<file path="config.mk">
export PLATFORM = sky130hd
export DESIGN_NAME = ppu_spr_dma
export DESIGN_NICKNAME = d
export VERILOG_FILES = /design/src/rtl/ppu_pkg.sv /design/src/rtl/ppu_spr_dma.sv
export SDC_FILE = /design/constraint.sdc
export NUM_CORES = 1
export LEC_CHECK = 0
export CAP_MARGIN = 10
export CORE_ASPECT_RATIO = 1.2
export CORE_MARGIN = 5
export CORE_UTILIZATION = 28
export DETAILED_ROUTE_END_ITERATION = 12
export DONT_BUFFER_PORTS = 1
export PLACE_DENSITY = 0.42
export SETUP_SLACK_MARGIN = 0.1
export SLEW_MARGIN = 15
export SYNTH_ARGS = -nofsm -noshare
export SYNTH_HDL_FRONTEND = slang
export SYNTH_SLANG_ARGS = --single-unit
</file>
<file path="constraint.sdc">
create_clock -name clk_in -period 2.6 [get_ports clk_in]
set_input_delay 0.52 -clock clk_in [delete_from_list [all_inputs] [get_ports clk_in]]
set_output_delay 0.52 -clock clk_in [all_outputs]
set_load 0.005 [all_outputs]
</file>
<file path="src/rtl/ppu_pkg.sv">
// Shared constants and types for the PPU-side CPU bus blocks.
// Holds the sprite DMA state encoding and the register addresses it uses.
package ppu_pkg;

  typedef enum logic [2:0] {
    ST_IDLE  = 3'd0,
    ST_HALT  = 3'd1,
    ST_ALIGN = 3'd2,
    ST_READ  = 3'd3,
    ST_WRITE = 3'd4
  } dma_state_e;

  localparam logic [15:0] OAMDMA_ADDR  = 16'h4014;
  localparam logic [15:0] OAMDATA_ADDR = 16'h2004;

  localparam int         DMA_LEN      = 256;
  localparam logic [7:0] DMA_LAST_CNT = 8'(DMA_LEN - 1);

endpackage

</file>
<file path="src/rtl/ppu_spr_dma.sv">
// Sprite DMA initiator: a CPU write to $4014 halts the CPU and copies one
// 256-byte page into sprite RAM as a stream of ordinary CPU-bus writes to $2004.
module ppu_spr_dma
  import ppu_pkg::*;
(
  input  logic        clk_in,
  input  logic        rst_in,
  input  logic        cpu_ce_in,
  input  logic [15:0] cpu_addr_in,
  input  logic        cpu_r_nw_in,
  input  logic [7:0]  cpu_d_in,
  input  logic [7:0]  bus_d_in,
  output logic        active_out,
  output logic        cpu_rdy_out,
  output logic [15:0] addr_out,
  output logic        r_nw_out,
  output logic [7:0]  d_out
);

  dma_state_e  state_q, state_d;
  logic        q_odd_q, q_odd_d;
  logic [7:0]  cnt_q, cnt_d;
  logic [7:0]  page_q, page_d;
  logic [7:0]  data_q, data_d;

  logic        active_q, active_d;
  logic        cpu_rdy_q, cpu_rdy_d;
  logic [15:0] addr_q, addr_d;
  logic        r_nw_q, r_nw_d;
  logic [7:0]  d_q, d_d;

  // Next-state logic; nothing advances between cpu_ce_in pulses.
  always_comb begin
    state_d = state_q;
    q_odd_d = q_odd_q;
    cnt_d   = cnt_q;
    page_d  = page_q;
    data_d  = data_q;

    if (cpu_ce_in) begin
      q_odd_d = ~q_odd_q;
      case (state_q)
        ST_IDLE: begin
          if (cpu_addr_in == OAMDMA_ADDR && !cpu_r_nw_in) begin
            page_d  = cpu_d_in;
            cnt_d   = 8'h00;
            state_d = ST_HALT;
          end
        end
        // q_odd_q is the parity of the HALT cycle ending now; inserting ALIGN
        // after an even HALT makes every READ land on an even-parity cycle.
        ST_HALT:  state_d = q_odd_q ? ST_READ : ST_ALIGN;
        ST_ALIGN: state_d = ST_READ;
        ST_READ: begin
          data_d  = bus_d_in;
          state_d = ST_WRITE;
        end
        ST_WRITE: begin
          if (cnt_q == DMA_LAST_CNT) begin
            state_d = ST_IDLE;
          end else begin
            cnt_d   = cnt_q + 8'd1;
            state_d = ST_READ;
          end
        end
        default: state_d = ST_IDLE;
      endcase
    end
  end

  // Outputs are decoded from the next state so they are registered and
  // describe the CPU cycle that begins after the ce edge.
  always_comb begin
    active_d  = (state_d != ST_IDLE);
    cpu_rdy_d = (state_d == ST_IDLE);
    addr_d    = 16'h0000;
    r_nw_d    = 1'b1;
    d_d       = 8'h00;
    case (state_d)
      ST_READ: addr_d = {page_d, cnt_d};
      ST_WRITE: begin
        addr_d = OAMDATA_ADDR;
        r_nw_d = 1'b0;
        d_d    = data_d;
      end
      default: ;
    endcase
  end

  always_ff @(posedge clk_in) begin
    if (rst_in) begin
      state_q   <= ST_IDLE;
      q_odd_q   <= 1'b0;
      cnt_q     <= 8'h00;
      page_q    <= 8'h00;
      data_q    <= 8'h00;
      active_q  <= 1'b0;
      cpu_rdy_q <= 1'b1;
      addr_q    <= 16'h0000;
      r_nw_q    <= 1'b1;
      d_q       <= 8'h00;
    end else begin
      state_q   <= state_d;
      q_odd_q   <= q_odd_d;
      cnt_q     <= cnt_d;
      page_q    <= page_d;
      data_q    <= data_d;
      active_q  <= active_d;
      cpu_rdy_q <= cpu_rdy_d;
      addr_q    <= addr_d;
      r_nw_q    <= r_nw_d;
      d_q       <= d_d;
    end
  end

  assign active_out  = active_q;
  assign cpu_rdy_out = cpu_rdy_q;
  assign addr_out    = addr_q;
  assign r_nw_out    = r_nw_q;
  assign d_out       = d_q;

endmodule

</file>
Word-level counts from Yosys, hierarchy flattened
Index checks and enable logic that the tools add are counted.

Bits of input ports: 36. Register bits after elaboration: 55. Output and inout port bits: 27. Word-level logic and storage cells: 43.

Mux-type cells: 16. Equal/unequal tests: 8. Reduce and logical (&&, ||, !) cells: 6. Bitwise logic cells: 2. Add/subtract/negate cells: 1.

Operators by type and width (number): $mux W8 (8); $pmux W16 S2 (1); $eq A16 B15 Y1 const B (1); $pmux W8 S2 (1); $pmux W3 S5 (1); $eq A3 B2 Y1 const B (3); $add A8 B1 Y8 const B (1); $eq A8 B8 Y1 const B (1); $eq A3 B3 Y1 const B (2); $logic_not A3 Y1 (2); $mux W3 (2); $eq A3 B1 Y1 const B (1); $reduce_bool A3 Y1 (1); $mux W1 (2); $mux W2 (1); $not A1 Y1 (2); $reduce_or A2 Y1 (1); $logic_and A1 B1 Y1 (1); $logic_not A1 Y1 (1).

Depth between registers and ports, before layout
Depth in word-level cells: 8. Gate-level depth with buffers: 7. Gate-level depth less buffers: 6.

Least setup slack after synthesis
OpenSTA, ideal clock, no wires.

Path type: input to register. From: in cpu_addr_in[3]. To: reg addr_q[13] (netlist: addr_out[13]). Stages on the path: 6. Buffers on the path: 1. Library setup time: 0.128 ns. Data required time: 2.472 ns. Setup slack: 0.444 ns. Arrival: 2.028 ns. Cells stage by stage: or4b_4 -> nor4b_4 -> and3_4 -> buf_12 -> mux2i_1 -> o22ai_2.

Cells in the longest elaborated chain, start to end: 7. Elaborated cells on any way between the ends: 11. Classes of those cells: eq/ne (3); mux (7); reduce/logical (1).

Ends and longest elaborated chain: from (decl) (RTL line ppu_spr_dma.sv:9) `input logic [15:0] cpu_addr_in,`; $eq A16 B15 Y1 (*) (RTL line ppu_spr_dma.sv:44) `if (cpu_addr_in == OAMDMA_ADDR && !cpu_r_nw_in) begin`; $logic_and A1 B1 Y1 (*) (RTL line ppu_spr_dma.sv:44); $mux W3 (RTL line ppu_spr_dma.sv:44); $pmux W3 S5 (RTL line ppu_spr_dma.sv:42) `case (state_q)`; $mux W3 (RTL line ppu_spr_dma.sv:40) `if (cpu_ce_in) begin`; $eq A3 B3 Y1 or $eq A3 B2 Y1 (tied branches) (RTL line ppu_spr_dma.sv:79) `case (state_d)`; $pmux W16 S2 (*) (RTL line ppu_spr_dma.sv:79); to (signal assigned) (RTL line ppu_spr_dma.sv:110) `addr_q <= addr_d;`; to (decl) (RTL line ppu_spr_dma.sv:28) `logic [15:0] addr_q, addr_d;`.

Mark *: on every way between the ends. The rest lies on a longest branch, timed or not. A chain may end at the register's enable or synchronous reset.

Final worst setup path
From: reg cnt_q[0]. To: reg addr_q[6] (netlist: addr_out[6]).

Cells in the longest elaborated chain, start to end: 6. Elaborated cells on any way between the ends: 11. Classes of those cells: add/sub (1); eq/ne (3); mux (7).

Ends and longest elaborated chain: from (decl) (RTL line ppu_spr_dma.sv:22) `logic [7:0] cnt_q, cnt_d;`; from (signal assigned) (RTL line ppu_spr_dma.sv:105) `cnt_q <= cnt_d;`; parallel branches: the longest is 5 deep, another holds $add A8 B1 Y8; $pmux W16 S2 (*) (RTL line ppu_spr_dma.sv:79).

Mark *: on every way between the ends.

==> flow_metrics.tcl <==
set metrics [dict create \
    die_h_um 108 \
    wl_met1_mm 2.11 \
    max-slew-margin-rel 0.584 \
    avgRoutedWirePerCell_um 15.7 \
    die_w_um 91.4 \
    rsz0062_at_grt "false" \
    placed_cells 298 \
    maxCapViolCount 0 \
    finalSetupViolCount 0 \
    top_layer_used "met4" \
    diodes 0 \
    firstDrtPassIters 4 \
    syn_avg_cell_area_um2 10.3 \
    netlist-cell-type-count 57 \
    slew_violations 0 \
    grt_pass1_vias 1596 \
    yosysWarningCount 0 \
    synth_edf_count 0 \
    finalHoldViolCount 0 \
    num_vias 1542 \
    layoutNonFillerInstCount 306 \
    grt_usage 0.102 \
    clk_latency_ns 0.30 \
    io_pins 63 \
    cp_max_fo 11 \
    fin_skew_ns 0.00501 \
    hold_buffers 0 \
    areaGrowthSynthToFinish_pct 8.31 \
    yosysSeqAreaShare 0.494 \
    drc 0 \
    initial_core_util 0.289 \
    wl_met2_mm 2.30 \
    grt_pass1_wl_mm 8.17 \
    worst_pin_slew_ns 0.623 \
    syn_nets 254 \
    worstSetupPathType "reg -> reg" \
    cts.sinks 55 \
    drive_above_1_share 0.150 \
    final_cell_mix "55 x dfxtp_1, 25 x nor2_1, 17 x mux2i_1" \
    grt_overflow 0 \
    start_kind "flop" \
    grt_max_degree 43 \
    p_total_mw 1.51 \
    clock_path_buffers 2 \
    h-tree-depth 2 \
    hpwl_mm 3.40 \
    ant_nets 0 \
    drtIter0Drc 84 \
    fin_crit_ns 1.97 \
    cts_tree "built" \
    post_cts_resized 0 \
    globalplace.congestion 0.791 \
    layout.cells.most_common "dfxtp_1" \
    rows 35 \
    synth_flop_cell "dfxtp_1" \
    worstPathRequired_ns 2.78 \
    synth_area_um2 2230 \
    final_nets 250 \
    min_period_over_period 0.757 \
    antenna_found_initial 0 \
    synth.top_cell.area_share 0.494 \
    critPathCaptureType "flop" \
    ir_drop_uv 294 \
    wirelength_mm 4.80 \
    fmax_mhz 508 \
    clockRootBuffer "clkbuf_8" \
    synth_top_area_cell "dfxtp_1" \
    p_per_area_nw_per_um2 626 \
    min_path_type "in -> reg" \
    ys_ff_latch 55 \
    met3WireLength_um 340 \
    p_leak_nw 0.877 \
    outcome "completed" \
    async_flop_share 0 \
    die_area_um2 9840 \
    cts_buffers 5 \
    viasPerCell 5.04 \
    fin_setup_tns_ns 0 \
    core-area_um2 7710 \
    post_cts_buffers 0 \
    synth.area.top_cells "dfxtp_1 49%, mux2i_1 7.6%, nor2_1 4.2%" \
    clk_pin_slew_ns 0.10 \
    cp.arrival_ns 2.15 \
    io_buffer_count 0 \
    synthCells 217 \
]
path summary, 6_finish.rpt:
path,slack (ns),depth (start not counted),end,start
worst min-delay path,0.27,1,addr_out[11]$_SDFF_PP0_,rst_in
worst max register to register,0.63,6,addr_out[6]$_SDFF_PP0_,cnt_q[0]$_SDFF_PP0_
worst max-delay path,0.63,6,addr_out[6]$_SDFF_PP0_,cnt_q[0]$_SDFF_PP0_
worst min register to register,0.50,2,data_q[7]$_SDFF_PP0_,data_q[7]$_SDFF_PP0_
cell families (layout without fill, tap and decap cells):
logic type	Yosys count	after routing	synth area share
flip-flops	55	55	0.494
XOR/XNOR	1	1	0.00393
multiplexers	18	18	0.0815
adder cells (fa/ha/maj)	1	1	0.00562
AND/OR/NAND/NOR	84	84	0.238
AO/OA/AOI/OAI	40	40	0.134
buffers and inverters	18	15	0.0427
area by class of cell:
type	count	area [µm²]
fill	821	5300
sequential	55	1100
multi-input combinational	144	1040
tap	92	115
clock buffer	6	82.6
clock inverter	2	38.8
timing repair buffer	3	22.5
inverter	4	15.0
cells in the mapped netlist (2+ instances only):
cell type	number
a211oi_1	3
a21oi_1	10
a31oi_1	2
a32oi_1	2
buf_2	3
clkbuf_1	8
dfxtp_1	55
inv_1	4
mux2i_1	17
nand2_1	7
nand2b_1	3
nand3_1	4
nand4_1	3
nor2_1	25
nor2b_1	5
nor3_1	12
nor3_2	7
o21ai_0	5
or2_1	2
or4_1	2
or4b_4	2
layer usage:
metal  vias up  track usage
li1        771            -
met1       721        0.124
met2        45        0.168
met3         5       0.0357
met4         0       0.0346
met5         -            0
metrics by stage:
step            util  hold slack (ns)  cell area, µm²  worst slack, ns
2_1_floorplan      -            0.459            2230            0.444
3_5_place_dp   0.297            0.488            2290            0.306
5_1_grt        0.313            0.243            2410            0.370
4_1_cts        0.313            0.254            2410            0.565
3_3_place_gp   0.297            0.476            2290            0.314
6_report       0.313            0.272            2410            0.632
report_power, final:
| group | internal (mW) | switching, mW |
|---|---|---|
| Combinational | 0.0247 | 0.0351 |
| Clock | 0.317 | 0.275 |
| Sequential | 0.849 | 0.00911 |
critical path: stages, from the launching register on:
cell and delay (ns):
dfxtp_1 0.38, ha_1 0.26, nand4_1 0.12, o21a_1 0.28
a31oi_2 0.16, buf_4 0.25, a2111oi_0 0.40
flip-flops by register name, summed over array words and instances, names as in the netlist:
signal / cells
page_q: 8
q_odd_q: 1
active_out: 1
addr_out: 16
cnt_q: 8
state_q: 3
r_nw_out: 1
d_out: 8
data_q: 8
cpu_rdy_out: 1
No activity file was read; power rests on OpenSTA's default activity.
